==> src/rtl/muldiv_pkg.sv <==
// muldiv_pkg: shared op encodings, FSM state type and default width for the mul/div sequencer
package muldiv_pkg;
  localparam int DEFAULT_XLEN = 32;
  localparam logic [1:0] OP_MUL = 2'b00;
  localparam logic [1:0] OP_DIV = 2'b01;
  localparam logic [1:0] OP_MOD = 2'b10;
  typedef enum logic [1:0] {IDLE, RUN, FIX, DONE} state_t;
endpackage

==> src/rtl/muldiv_step.sv <==
// muldiv_step: one shift-add multiply or restoring-divide iteration on magnitudes; is_div selects, acc/a/b in, next acc/a/b out
module muldiv_step #(
  parameter int XLEN = muldiv_pkg::DEFAULT_XLEN
) (
  input  logic            is_div,
  input  logic [XLEN-1:0] acc,
  input  logic [XLEN-1:0] a,
  input  logic [XLEN-1:0] b,
  output logic [XLEN-1:0] acc_n,
  output logic [XLEN-1:0] a_n,
  output logic [XLEN-1:0] b_n
);
  logic [XLEN-1:0] r_sh;
  logic [XLEN:0]   diff;
  logic            ge;
  // divide: a holds the dividend shifting out MSB-first and collects quotient bits from the bottom
  // remainder stays below the divisor (<= 2^(XLEN-1)), so its top bit is always free to shift out
  always_comb begin
    r_sh  = {acc[XLEN-2:0], a[XLEN-1]};
    diff  = {1'b0, r_sh} - {1'b0, b};
    ge    = ~diff[XLEN];
    acc_n = is_div ? (ge ? diff[XLEN-1:0] : r_sh) : acc + (b[0] ? a : '0);
    a_n   = is_div ? {a[XLEN-2:0], ge} : a << 1;
    b_n   = is_div ? b : b >> 1;
  end
endmodule

==> src/rtl/muldiv_sequencer.sv <==
// muldiv_sequencer: multi-cycle MUL/DIV/MOD unit; start/op/op1/op2/rd_in/flush in, stall/busy/done/result/rd_out/div_by_zero out
module muldiv_sequencer
  import muldiv_pkg::*;
#(
  parameter int XLEN  = DEFAULT_XLEN,
  parameter int CNT_W = 6
) (
  input  logic            clk,
  input  logic            reset,
  input  logic            start,
  input  logic [1:0]      op,
  input  logic [XLEN-1:0] op1,
  input  logic [XLEN-1:0] op2,
  input  logic [3:0]      rd_in,
  input  logic            flush,
  output logic            stall,
  output logic            busy,
  output logic            done,
  output logic [XLEN-1:0] result,
  output logic [3:0]      rd_out,
  output logic            div_by_zero
);
  state_t          state;
  logic [CNT_W-1:0] cnt;
  logic [1:0]      op_q;
  logic            sign_a, sign_b, dz, is_div_q, in_div, in_zero;
  logic [XLEN-1:0] acc, a, b, acc_n, a_n, b_n, fix_val;

  assign is_div_q = (op_q == OP_DIV) || (op_q == OP_MOD);
  assign in_div   = (op == OP_DIV) || (op == OP_MOD);
  assign in_zero  = in_div && (op2 == '0);
  assign busy     = state != IDLE;
  assign stall    = reset && ((state == IDLE && start && !flush) || state == RUN || state == FIX);

  // on divide-by-zero a still holds |op1|, so MOD rebuilds op1 from it
  always_comb begin
    fix_val = dz ? (op_q == OP_MOD ? (sign_a ? -a : a) : '1)
            : op_q == OP_DIV ? (sign_a ^ sign_b ? -a : a)
            : op_q == OP_MOD ? (sign_a ? -acc : acc)
            : (sign_a ^ sign_b ? -acc : acc);
  end

  muldiv_step #(.XLEN(XLEN)) u_step (
    .is_div(is_div_q),
    .acc(acc),
    .a(a),
    .b(b),
    .acc_n(acc_n),
    .a_n(a_n),
    .b_n(b_n)
  );

  always_ff @(posedge clk or negedge reset) begin
    if (!reset) begin
      state       <= IDLE;
      cnt         <= '0;
      op_q        <= OP_MUL;
      sign_a      <= 1'b0;
      sign_b      <= 1'b0;
      dz          <= 1'b0;
      acc         <= '0;
      a           <= '0;
      b           <= '0;
      done        <= 1'b0;
      result      <= '0;
      rd_out      <= '0;
      div_by_zero <= 1'b0;
    end else begin
      case (state)
        IDLE: if (start && !flush) begin
          op_q   <= op;
          rd_out <= rd_in;
          sign_a <= op1[XLEN-1];
          sign_b <= op2[XLEN-1];
          a      <= op1[XLEN-1] ? -op1 : op1;
          b      <= op2[XLEN-1] ? -op2 : op2;
          acc    <= '0;
          cnt    <= '0;
          dz     <= in_zero;
          state  <= in_zero ? FIX : RUN;
        end
        RUN: if (flush) state <= IDLE;
        else begin
          acc <= acc_n;
          a   <= a_n;
          b   <= b_n;
          cnt <= cnt + 1'b1;
          if (cnt == CNT_W'(XLEN - 1)) state <= FIX;
        end
        FIX: if (flush) state <= IDLE;
        else begin
          result      <= fix_val;
          div_by_zero <= dz;
          done        <= 1'b1;
          state       <= DONE;
        end
        DONE: begin
          done  <= 1'b0;
          state <= IDLE;
        end
      endcase
    end
  end
endmodule
==> config.mk <==
export PLATFORM = sky130hd
export DESIGN_NAME = muldiv_sequencer
export DESIGN_NICKNAME = d
export VERILOG_FILES = /design/src/rtl/muldiv_pkg.sv /design/src/rtl/muldiv_step.sv /design/src/rtl/muldiv_sequencer.sv
export SDC_FILE = /design/constraint.sdc
export NUM_CORES = 1
export LEC_CHECK = 0
export ABC_CLOCK_PERIOD_IN_PS = 4700
export CORE_AREA = 2 2 228 230
export DETAILED_ROUTE_END_ITERATION = 6
export DIE_AREA = 0 0 230 232
export GPL_TIMING_DRIVEN = 0
export PLACE_DENSITY = 0.41
export SYNTH_ARGS = -nofsm -noshare
export SYNTH_HDL_FRONTEND = slang
export SYNTH_SLANG_ARGS = --single-unit
==> constraint.sdc <==
create_clock -name clk -period 4.7 [get_ports clk]
set_input_delay 1.41 -clock clk [delete_from_list [all_inputs] [get_ports clk]]
set_output_delay 1.41 -clock clk [all_outputs]
set_load 0.02 [all_outputs]
* After elaboration in Yosys (flattened, before gate mapping)
Cells that the tools add are included.
** Cells by class
- Add/sub/neg operators :: 7
- Multipliers :: 0
- Divide/modulo/power cells :: 0
- Order comparisons :: 0
- Equal/unequal tests :: 13
- Shift-type cells :: 0
- Muxes and demuxes :: 35
- Bitwise gates (word level) :: 3
- Reductions and logical operators :: 21
** Operators with widths (count)
- 2-to-1 mux 32 bit :: 20
- case mux 32 bit (2 select lines) :: 3
- negator 32 bit :: 4
- subtractor 32 x 32 -> 33 bit :: 1
- adder 32 bit :: 1
- zero test 32 bit :: 1
- 2-to-1 mux 6 bit :: 2
- case mux 6 bit (2 select lines) :: 1
- 2-to-1 mux 2 bit :: 5
- equality test 2 bit, second input constant :: 4
- case mux 2 bit (4 select lines) :: 1
- AND reduction 2 bit :: 4
- adder 6 x 1 -> 6 bit, second input constant :: 1
- equality test 2 x 1 -> 1 bit, second input constant :: 3
- equality test 6 x 5 -> 1 bit, second input constant :: 1
- != test 2 bit, second input constant :: 3
- nonzero test 2 bit :: 3
- logical AND 1 bit :: 5
- logical OR 1 bit :: 4
- AND reduction 4 bit :: 1
- != test 3 x 2 -> 1 bit, second input constant :: 1
- AND reduction 3 bit :: 1
- zero test 2 bit :: 1
- 2-to-1 mux 1 bit :: 2
- other kinds (5) :: 6
** Storage, ports and cells
- Bits in registers :: 147
- Bits in latches :: 0
- Bits in writable memories :: 0
- ROM bits :: 0
- Input port bits :: 74
- Output and inout bits :: 40
- Logic and storage cells :: 92
- Memories kept :: 0

* Longest topological paths before layout
Gate-level depths: netlist (run 1).
- Word-level depth :: 6
- Mapped depth :: 15
- Mapped depth without buffers :: 14

* Cells and area by module
A second synthesis (run 1) with hierarchy kept.
** Second synthesis, totals
- Cell total of the unflattened synthesis :: 1998
- Area total of the unflattened synthesis :: 15009.4 µm²
** Modules (own cells, without submodules)
- muldiv_sequencer :: instances 1, cells an instance 1276, area an instance 10252.3 µm², seq. area each 3678.5 µm²
- muldiv_step :: instances 1, cells an instance 722, area an instance 4757.1 µm², seq. area each 0.0 µm²

* Worst setup path before layout (run 1)
Ideal clock, no wire load.
- Path kind :: input-to-reg
- From :: in op2[11]
- To :: reg b[25]
- Setup time :: 131 ps
- Arrival :: 3776 ps
- Required time :: 4569 ps
- Slack :: 794 ps
- Cell stages on the path :: 10
- Path buffers :: 0
- Path through :: or4_4 > or4_1 > or4_1 > or2_1 > nand2b_1 > o31ai_2 > xor2_1 > nand2_1 > o21ai_0 > o21ai_1
** On the way
- Word-level cells in the longest chain between the ends :: 4
** RTL lines
- start, declared :: line muldiv_sequencer.sv:13 : input logic [XLEN-1:0] op2,
- negator 32 bit :: line muldiv_sequencer.sv:76 : b <= op2[XLEN-1] ? -op2 : op2;
- 2-to-1 mux 32 bit :: line muldiv_sequencer.sv:76
- 2-to-1 mux 32 bit :: line muldiv_sequencer.sv:70 : IDLE: if (start && !flush) begin
- case mux 32 bit (2 select lines) :: line muldiv_sequencer.sv:69 : case (state)
- end signal, assigned :: line muldiv_sequencer.sv:76
- end signal, assigned :: line muldiv_sequencer.sv:86 : b <= b_n;
- end, declared :: line muldiv_sequencer.sv:27 : logic [XLEN-1:0] acc, a, b, acc_n, a_n, b_n, fix_val;
Every way passes these cells. The select of a mux whose other input is x is not followed.
A chain may end at the register's enable or synchronous reset.

* Final worst setup path (run 1)
- From :: in reset
- To :: out stall
** On the way
- Word-level cells in the longest chain between the ends :: 1
** RTL lines
- start, declared :: line muldiv_sequencer.sv:9 : input logic reset,
- logical AND 1 bit :: line muldiv_sequencer.sv:33 : assign stall = reset && ((state == IDLE && start && !flush) || state == RUN || state == FIX);
- end, declared :: line muldiv_sequencer.sv:16 : output logic stall,
Every way passes these cells.

==> results of run 1 <==
==> per-layer routing <==
metal	vias up	GRT usage [%]	share of wire, %
li1	6709	-	-
met1	6599	29.8	51
met2	304	31.1	43
met3	47	3.06	3.9
met4	0	5.38	2.0
met5	-	0	0
==> metrics by stage <==
step / setup slack [ns] / TNS, ns / area, µm² / power (W)
2_1_floorplan: 0.794 / 0 / 13600 / 0.00638
3_3_place_gp: -5.19 / -686.41 / 15600 / 0.00829
3_5_place_dp: -0.265 / -2.84 / 15600 / 0.00831
4_1_cts: 0.0256 / 0 / 16300 / 0.00992
5_1_grt: 0.0356 / 0 / 16300 / 0.0107
6_report: 0.298 / 0 / 16300 / 0.00988
==> flip-flops by register name (all words and copies together) (netlist names) <==
signal,count
op_q,2
sign_b,1
a,32
state,2
div_by_zero,1
sign_a,1
rd_out,4
acc,32
b,32
dz,1
result,32
done,1
cnt,6
==> worst paths after layout <==
check / from / end / slack [ns] / depth (start not counted)
setup reg to reg: a[31]$_DFFE_PN0P_ / acc[15]$_DFFE_PN0P_ / 0.34 / 15
min in group asynchronous: reset / b[22]$_DFFE_PN0P_ / 0.83 / 1
hold reg to reg: result[15]$_DFFE_PN0P_ / result[15]$_DFFE_PN0P_ / 0.48 / 2
hold / removal: result[15]$_DFFE_PN0P_ / result[15]$_DFFE_PN0P_ / 0.48 / 2
max in group asynchronous: reset / a[11]$_DFFE_PN0P_ / 3.06 / 2
setup / recovery: reset / stall / 0.30 / 5
==> cell families (layout without fill, tap and decap cells) <==
logic type	after synthesis	after routing	share of synthesized area [%]
AOI/OAI and AO/OA	595	595	26.3
xor gates and xnor gates	192	192	12.3
adders and majority gates	74	74	6.90
buffers and inverters	179	325	4.98
DFF	147	147	27.0
muxes	22	22	1.62
other	0	1	0
and+or+nand+nor	600	600	20.8
==> layout make-up <==
cell class	count	area [µm²]
Timing Repair Buffer	114	1170
Inverter	63	236
Multi-Input combinational cell	1483	9280
Clock buffer	21	470
Tap cell	680	851
Sequential cell	147	3680
Buffer	116	443
Fill cell	5604	34600
Clock inverter	11	174
Antenna cell	1	2.50
==> cell usage after synthesis (4+ instances only) <==
library cell	number	area, µm²
or4_1	12	90.1
nor2_1	141	529
or3_1	19	119
clkbuf_1	104	390
o221ai_1	7	61.3
nor4_1	11	68.8
a22oi_1	13	97.6
a22o_1	4	35.0
inv_1	63	236
a211oi_1	15	113
nand2_1	246	923
and3_1	6	37.5
o21bai_1	11	82.6
mux2i_1	21	210
o31ai_1	43	323
a211o_1	4	35.0
xnor2_1	76	666
a21o_1	28	210
nor3_1	29	145
o22ai_1	23	144
and2_1	35	219
a31oi_1	14	87.6
xor2_1	116	1020
dfrtp_1	147	3680
o21ai_1	12	60.1
nor3b_1	5	37.5
nor2b_1	14	87.6
or4_4	4	45.0
o211ai_1	8	60.1
o41ai_1	10	87.6
nand4_1	9	56.3
a221oi_1	4	35.0
or2_2	8	50.1
o21a_1	8	60.1
nand2b_1	24	150
ha_1	72	901
nand3_1	22	110
a21oi_1	174	871
buf_1	8	30.0
o21ai_0	186	931
==> power breakdown <==
part / switching (W) / internal (W) / leakage [nW] / total [W]
Sequential: 0.000558 / 0.00158 / 1.90 / 0.00214
Combinational: 0.00376 / 0.00243 / 4.64 / 0.00619
Clock: 0.000623 / 0.000931 / 0.306 / 0.00155
==> worst min-delay path, stage by stage, from the launching register on <==
cell and delay, ns:
dfrtp_1 0.34, nand2_1 0.04, o21ai_0 0.06
==> what timing repair did <==
action / CTS / global route
hold buffers: 0 / 0
resized for setup: 0 / 4
endpoints found under the setup margin: 0 / 8
==> results.toml, run 1 <==
[clocking]
htreeDepth = 4
cts_buffers = 17
cts_tree = "built"
clk_latency_ns = 0.49
clkSinkCount = 147
cts_setup_buffers = 0
clock_tree.root_cell = "clkbuf_16"
clk_pin_slew_ns = 0.06
clk_path_buf_depth = 2

[placement]
place_inst = 2603
post-dp-hpwl_um = 43400
port_buffers = 113
place_congestion = 0.862

[drt]
postRouteWirelength_um = 53800
vias_per_cell = 5.18
ant_nets = 0
drtPass1Iterations = 6
routedWlPerCell_um = 20.4
drc_errors = 0
num_vias = 13700
drt_iter0_markers = 1128

[setup_path]
critPathBufInv = 3
crit_path_end_kind = "output port"
critical_path_class = "in2out"
worstPathCellList = "buf_12 -> buf_16 -> nand2_1 -> a21oi_1 -> clkdlybuf4s50_1"
crit_family = "buffers and inverters"
cp-start-kind = "input pin"
required_ns = 3.29
worst_path_max_delay_cell = "clkdlybuf4s50_1"
cp_data_arrival_time_ns = 2.99
max_stage_delay_ns = 0.62
path_max_fanout = 76

[die]
core-area_um2 = 50900
die_area_um2 = 53400
io_pins = 114
die_h_um = 232
fp-row-count = 83
die_width_um = 230
initial_core_util_pct = 26.8

[cells_and_area]
postLayoutCoreUtil_pct = 32.0
area_delta_synth_final_pct = 19.6
drive_above_1_share_pct = 3.27
nets = 2090
final_cells = 2636
final_common_cell = "nand2_1"
final_cell_mix = "nand2_1 (246), o21ai_0 (185), a21oi_1 (174), dfrtp_1 (147), nor2_1 (140)"

[hold_path]
hp-class = "reg2reg"

[global_routing]
grt-ovfl-total = 0
antenna_found_initial = 1
grt_max_degree = 77
grt_usage_pct = 20.4
grt_pass1_wl_um = 82800
grt_pass1_vias = 13400

[power]
power.density_nw_per_um2 = 606
leakage_nw = 6.85
ir_drop_v = 0.000238

[synthesis]
seq_area_frac_synth_pct = 27.0
yosys_warnings = 0
syn_area_per_cell_um2 = 7.54
synthesis.area_um2 = 13600
synth-edff-count = 0
synth_flop_cell = "dfrtp_1"
synth_cell_types = 71
async_reset_ff_share_pct = 100
synthCells = 1809
synth_nets = 1957
synth-seq-cells = 147

[sta]
setup_violations = 0
rsz0062_at_grt = "no"
relSlewSlack_pct = 31.3
max_freq_mhz = 227
timing.final.crit_share_pct = 93.7
skew_ns = 0.0250
slew_viol_final = 0
finalCriticalPeriod_ns = 4.40
whs_ns = 0.476
tightestPinTransition_ns = 1.03
final-hold-violation-count = 0

[status]
status = "finished clean"

[flow_run]
cap_violations = 0
Power figures use the tool's default switching activity.
==> run 2: changes to the inputs <==
CORE_AREA = 2 2 239 241   (was 2 2 228 230)
DIE_AREA = 0 0 241 243   (was 0 0 230 232)
REMOVE_ABC_BUFFERS = 1   (was default)
SYNTH_HIERARCHICAL = 1   (was default)
==> run 2 against run 1 <==
Routed wire length shrank 2.7%. Register-to-register slack improved by 0.12 ns. Global-route usage is 2.5 points lower. Worst setup slack better by 0.12 ns. Hold slack improved by 0.0021 ns. Cell count increased by 4.7%. Maximum frequency up 2.9%.
==> results.toml, run 2 <==
[global_routing]
grt_pass1_wl_um = 81500
grt-ovfl-total = 0
grt_usage_pct = 17.9
grt_max_degree = 106
antenna_found_initial = 0
grt_pass1_vias = 14000

[synthesis]
async_reset_ff_share_pct = 100
yosysTopAreaCell = "dfrtp_1"
synth.top_cells.by_count = "nand2_1 (252), o21ai_0 (214), nor2_1 (150)"
synth-seq-cells = 147
seq_area_frac_synth_pct = 24.5
yosysMostFrequentCell = "nand2_1"
synth-edff-count = 0
synthesis.area_um2 = 15000
synth_flop_cell = "dfrtp_1"
syn_area_per_cell_um2 = 7.51
synth_cell_types = 87
ys_top_cells_by_area = "dfrtp_1 (25%), o21ai_0 (7.1%), nand2_1 (6.3%)"
synthCells = 1998
synth_top_area_share_pct = 24.5
yosys_warnings = 6

[cells_and_area]
final_cell_area_um2 = 17400
postLayoutCoreUtil_pct = 31.1
fillers = 6068
area_delta_synth_final_pct = 15.9
final_cell_mix = "nand2_1 (251), o21ai_0 (214), nor2_1 (150), dfrtp_1 (145), a21oi_1 (138)"
drive_above_1_share_pct = 5.99
n_antenna_cell = 0
nets = 2139
final_common_cell = "nand2_1"

[power]
p_switching_w = 0.00333
p_int_w = 0.00403
leakage_nw = 7.13
pwr-share-seq_pct = 25.5
power_frac_comb_pct = 51.8
pwr-share-clk_pct = 22.6
p_total_w = 0.00736
ir_drop_v = 0.000353
swShare_pct = 45.3
power.density_nw_per_um2 = 423

[sta]
final-hold-violation-count = 0
finalCriticalPeriod_ns = 4.28
rsz0062_at_grt = "no"
tightestPinTransition_ns = 1.40
setup_violations = 0
max_freq_mhz = 234
setup_slack_ns = 0.421
relSlewSlack_pct = 6.55
whs_ns = 0.478
skew_ns = 0.0170
timing.final.crit_share_pct = 91.0
slew_viol_final = 0

[drt]
drc_errors = 0
num_vias = 14700
drtPass1Iterations = 6
routedWlPerCell_um = 18.9
vias_per_cell = 5.32
ant_nets = 0
postRouteWirelength_um = 52300
drt_iter0_markers = 1145

[placement]
post-dp-hpwl_um = 38900
port_buffers = 113
placed_area_um2 = 16700
place_congestion = 0.862
pre_cts_slack_ns = -0.000374

[clocking]
clk_pin_slew_ns = 0.06
cts_buffers = 17
clock_tree.root_cell = "clkbuf_16"
clk_path_buf_depth = 2
cts_tree = "built"
htreeDepth = 4
clk_latency_ns = 0.51
clkSinkCount = 147

[die]
die_h_um = 243
die_width_um = 241
initial_core_util_pct = 26.8
core-area_um2 = 56000
io_pins = 114
fp-row-count = 87
die_area_um2 = 58600

[setup_path]
reg2reg_depth = 15
r2r_slack_ns = 0.46
required_ns = 3.29
path_max_fanout = 5
cp-start-kind = "input pin"
critical_path_class = "in2out"
r2r-start = "a[31]$_DFFE_PN0P_"
crit_path_end_kind = "output port"
cp_data_arrival_time_ns = 2.87
r2r-end = "acc[8]$_DFFE_PN0P_"

[hold_path]
min_path_cells = 2
hp-class = "reg2reg"
min_to = "result[4]$_DFFE_PN0P_"
hp-start = "result[4]$_DFFE_PN0P_"

[flow_run]
cap_violations = 0

[status]
status = "finished clean"
run 2: cell types whose count changed after synthesis, moves of 16 or more:
cell     previous run  this run
nand3_1            22        71
xor2_1            116        70
a21oi_1           174       138
buf_4               1        34
and3_1              6        35
o21ai_0           186       214
xnor2_1            76        96
mux2_2              1        20
nand4_1             9        25
run 2: power groups by stage:
stage	sequential [W]	clock, W	combinational, W
final	0.00188	0.00166	0.00381
after global routing	0.00193	0.00177	0.00425
after floorplan	0.00178	0	0.00268
after global placement	0.00193	0	0.00369
after detailed placement	0.00191	0	0.00378
after CTS	0.00189	0.00173	0.00380
run 2: how the worst max path moves through the flow:
stage                           end               from  slack (ns)  cells past startpoint
2_1_floorplan    cnt[4]$_DFFE_PN0P_              start       -0.56                      3
3_3_place_gp                  stall              reset       -5.33                      4
3_5_place_dp   state[0]$_DFFE_PN0P_             op2[2]     -0.0004                      7
4_1_cts          acc[8]$_DFFE_PN0P_   b[0]$_DFFE_PN0P_        0.19                     14
5_1_grt         acc[14]$_DFFE_PN0P_  a[31]$_DFFE_PN0P_        0.22                     15
6_report                      stall              start        0.42                      4
run 2: metrics by stage:
stage                     setup TNS (ns)  std cells
after floorplan                   -29.69       1844
after global placement          -1129.81       2713
after detailed placement       -0.000374       2728
after CTS                              0       2760
after global routing                   0       2761
final                                  0       2761
run 2: cell type report:
type                       instances  area [µm²]  share of cell area [%]
multi-input combinational       1633       10400                    59.8
clock inverter                    13         229                    1.32
sequential                       147        3680                    21.2
inverter                          64         243                    1.39
timing repair buffer             129        1440                    8.30
clock buffer                      19         453                    2.60
tap                              756         946                    5.44
run 2: kinds of logic (layout without fill, tap and decap cells):
group	count (synthesis)	in the layout	share of synthesized area (%)
adder cells (fa/ha/maj)	73	73	6.19
multiplexers	50	50	3.50
AND/OR/NAND/NOR	737	737	24.1
flip-flops	147	147	24.5
XOR/XNOR	166	166	9.69
AO/OA/AOI/OAI	607	607	25.5
buffers and inverters	218	225	6.50
run 2: timing repair:
action	in CTS	in global routing
resized for setup	0	1
setup endpoints to repair	0	3
hold buffers	0	0
buffers inserted	0	0
hold endpoints to repair	0	0
run 2: worst max-delay path, stage by stage:
cell	delay, ns
clkdlybuf4s50_1	0.63
a21oi_1	0.11
nor2_1	0.10
clkdlybuf4s50_1	0.61
run 2: layer usage:
layer | routed length [µm] | GRT usage, % | up-vias
li1 | - | - | 7167
met1 | 24600 | 24.2 | 7134
met2 | 24400 | 28.6 | 333
met3 | 2310 | 3.70 | 52
met4 | 1010 | 4.94 | 0
met5 | 0 | 0 | -
==> run 3: changes to the inputs <==
CORE_AREA = 2 2 228 230   (was 2 2 239 241)
DIE_AREA = 0 0 230 232   (was 0 0 241 243)
PLACE_DENSITY = 0.46   (was 0.41)
SYNTH_HIERARCHICAL = default   (was 1)
==> run 3 against run 2 <==
Clock skew decreased by 0.0012 ns. Highest routed layer unchanged. Die area is 8.9% lower. Critical path type unchanged. Sequential power up 20%. Design area fell by 7.5%. First-iteration DRC count decreased by 40%. Sequential cell count unchanged. Count of clock-buffer cells in the layout increased by 5. Sequential share of layout area rose by 1.7 points. Clock power fell by 4%.
==> results.toml, run 3 (same netlist as run 1, synthesis figures left out) <==
[drt]
vias_per_cell = 5.12
drt_iter0_markers = 690
drtPass1Iterations = 5
postRouteWirelength_um = 43000
ant_nets = 0
num_vias = 13000
routedWlPerCell_um = 17.0
drc_errors = 0

[cells_and_area]
drive_above_1_share_pct = 4.27
final_common_cell = "nand2_1"
nets = 1984
final_cell_mix = "nand2_1 (246), o21ai_0 (186), a21oi_1 (174), dfrtp_1 (144), nor2_1 (137)"
n_antenna_cell = 0
area_delta_synth_final_pct = 18.1

[sta]
rsz0062_at_grt = "no"
tightestPinTransition_ns = 1.27
skew_ns = 0.0158
slew_viol_final = 0
final-hold-violation-count = 0
setup_slack_ns = 0.320
finalCriticalPeriod_ns = 4.38
max_freq_mhz = 228
relSlewSlack_pct = 15.1
fin_setup_tns_ns = 0
timing.final.crit_share_pct = 93.2
setup_violations = 0

[setup_path]
worst_path_max_delay_cell = "clkdlybuf4s50_1"
critical_path_class = "in2out"
worstPathCellList = "clkdlybuf4s50_1 -> inv_1 -> nand2_1 -> a21oi_1 -> clkdlybuf4s50_1"
path_max_fanout = 5
crit_path_end_kind = "output port"
critPathBufInv = 3
crit_family = "buffers and inverters"
cp-start-kind = "input pin"
max_stage_delay_ns = 0.62
cp_data_arrival_time_ns = 2.97
required_ns = 3.29
cpMostUsedCell = "clkdlybuf4s50_1"

[die]
fp-row-count = 83
die_area_um2 = 53400
die_h_um = 232
die_width_um = 230
io_pins = 114
initial_core_util_pct = 26.8
core-area_um2 = 50900

[placement]
post-dp-hpwl_um = 32600
place_congestion = 0.822
pre_cts_slack_ns = -0.0683
port_buffers = 113

[clocking]
clk_latency_ns = 0.47
cts_setup_buffers = 0
cts_buffers = 17
clk_path_buf_depth = 2
cts_tree = "built"
clk_pin_slew_ns = 0.06
ctsHoldBuffers = 0
htreeDepth = 4
clkSinkCount = 147
clock_tree.root_cell = "clkbuf_16"
cts_resized = 0

[global_routing]
antenna_found_initial = 0
grt_pass1_vias = 13000
grt_usage_pct = 16.2
grt_pass1_wl_um = 69500
grt-ovfl-total = 0
grt_max_degree = 89

[hold_path]
hp-class = "reg2reg"

[status]
status = "finished clean"

[power]
ir_drop_v = 0.000241
leakage_nw = 6.82
power.density_nw_per_um2 = 588

[flow_run]
cap_violations = 0
==> run 3: cell types whose count changed in the layout (fill, tap and decap cells not counted), sizes merged, moves of 14 or more <==
| cell | previous run | this run |
|---|---|---|
| a21oi | 138 | 174 |
| and3 | 35 | 6 |
| mux2 | 20 | 1 |
| nand3 | 71 | 22 |
| nand4 | 26 | 9 |
| o21ai | 230 | 199 |
| o41ai | 25 | 11 |
| xnor2 | 96 | 76 |
| xor2 | 70 | 116 |
==> run 3: layout make-up <==
class / count / area (µm²)
Sequential cell: 147 / 3680
Timing Repair Buffer: 124 / 1350
Inverter: 63 / 236
Multi-Input combinational cell: 1483 / 9330
Clock buffer: 24 / 492
Tap cell: 680 / 851
Fill cell: 5551 / 34800
Clock inverter: 8 / 171
==> run 3: worst reg2reg max path: cells and delay by family, from the launching register on <==
family          cells  cell delay [ns]
compound gates      7             1.55
simple gates        3             1.13
fa+ha+maj           2             0.69
flops               1             0.58
buf+inv             1             0.31
==> run 3: routing by layer <==
metal	wire (µm)	global-route usage [%]	vias up
met5	0	0	-
met4	788	4.40	0
met3	1220	2.84	49
met2	21000	28.0	173
met1	20000	20.8	6275
li1	-	-	6462
==> run 3: path summary, 6_finish.rpt <==
path / slack (ns) / endpoint / startpoint / cells past startpoint
worst max-delay path: 0.32 / stall / flush / 5
worst min-delay path: 0.48 / result[11]$_DFFE_PN0P_ / result[11]$_DFFE_PN0P_ / 2
min in group asynchronous: 0.87 / rd_out[1]$_DFFE_PN0P_ / reset / 1
worst min register to register: 0.48 / result[11]$_DFFE_PN0P_ / result[11]$_DFFE_PN0P_ / 2
max in group asynchronous: 3.09 / dz$_DFFE_PN0P_ / reset / 2
worst max register to register: 0.33 / acc[30]$_DFFE_PN0P_ / a[31]$_DFFE_PN0P_ / 13
==> run 3: power breakdown <==
group	switching (W)	internal, W	total (W)
clock network	0.000591	0.000998	0.00159
registers	0.000668	0.00158	0.00225
logic	0.00323	0.00240	0.00563
total	0.00449	0.00498	0.00947
==> run 3: per-stage QoR <==
step           cells  hold slack (ns)  util, %  area [µm²]  total power [W]
5_1_grt         2529            0.505     31.6       16100           0.0104
3_5_place_dp    2496            0.466     30.3       15400          0.00791
6_report        2529            0.479     31.6       16100          0.00947
3_3_place_gp    2486            0.466     29.8       15200          0.00785
2_1_floorplan   1693            0.471        -       13200          0.00628
4_1_cts         2528            0.485     31.6       16100          0.00955
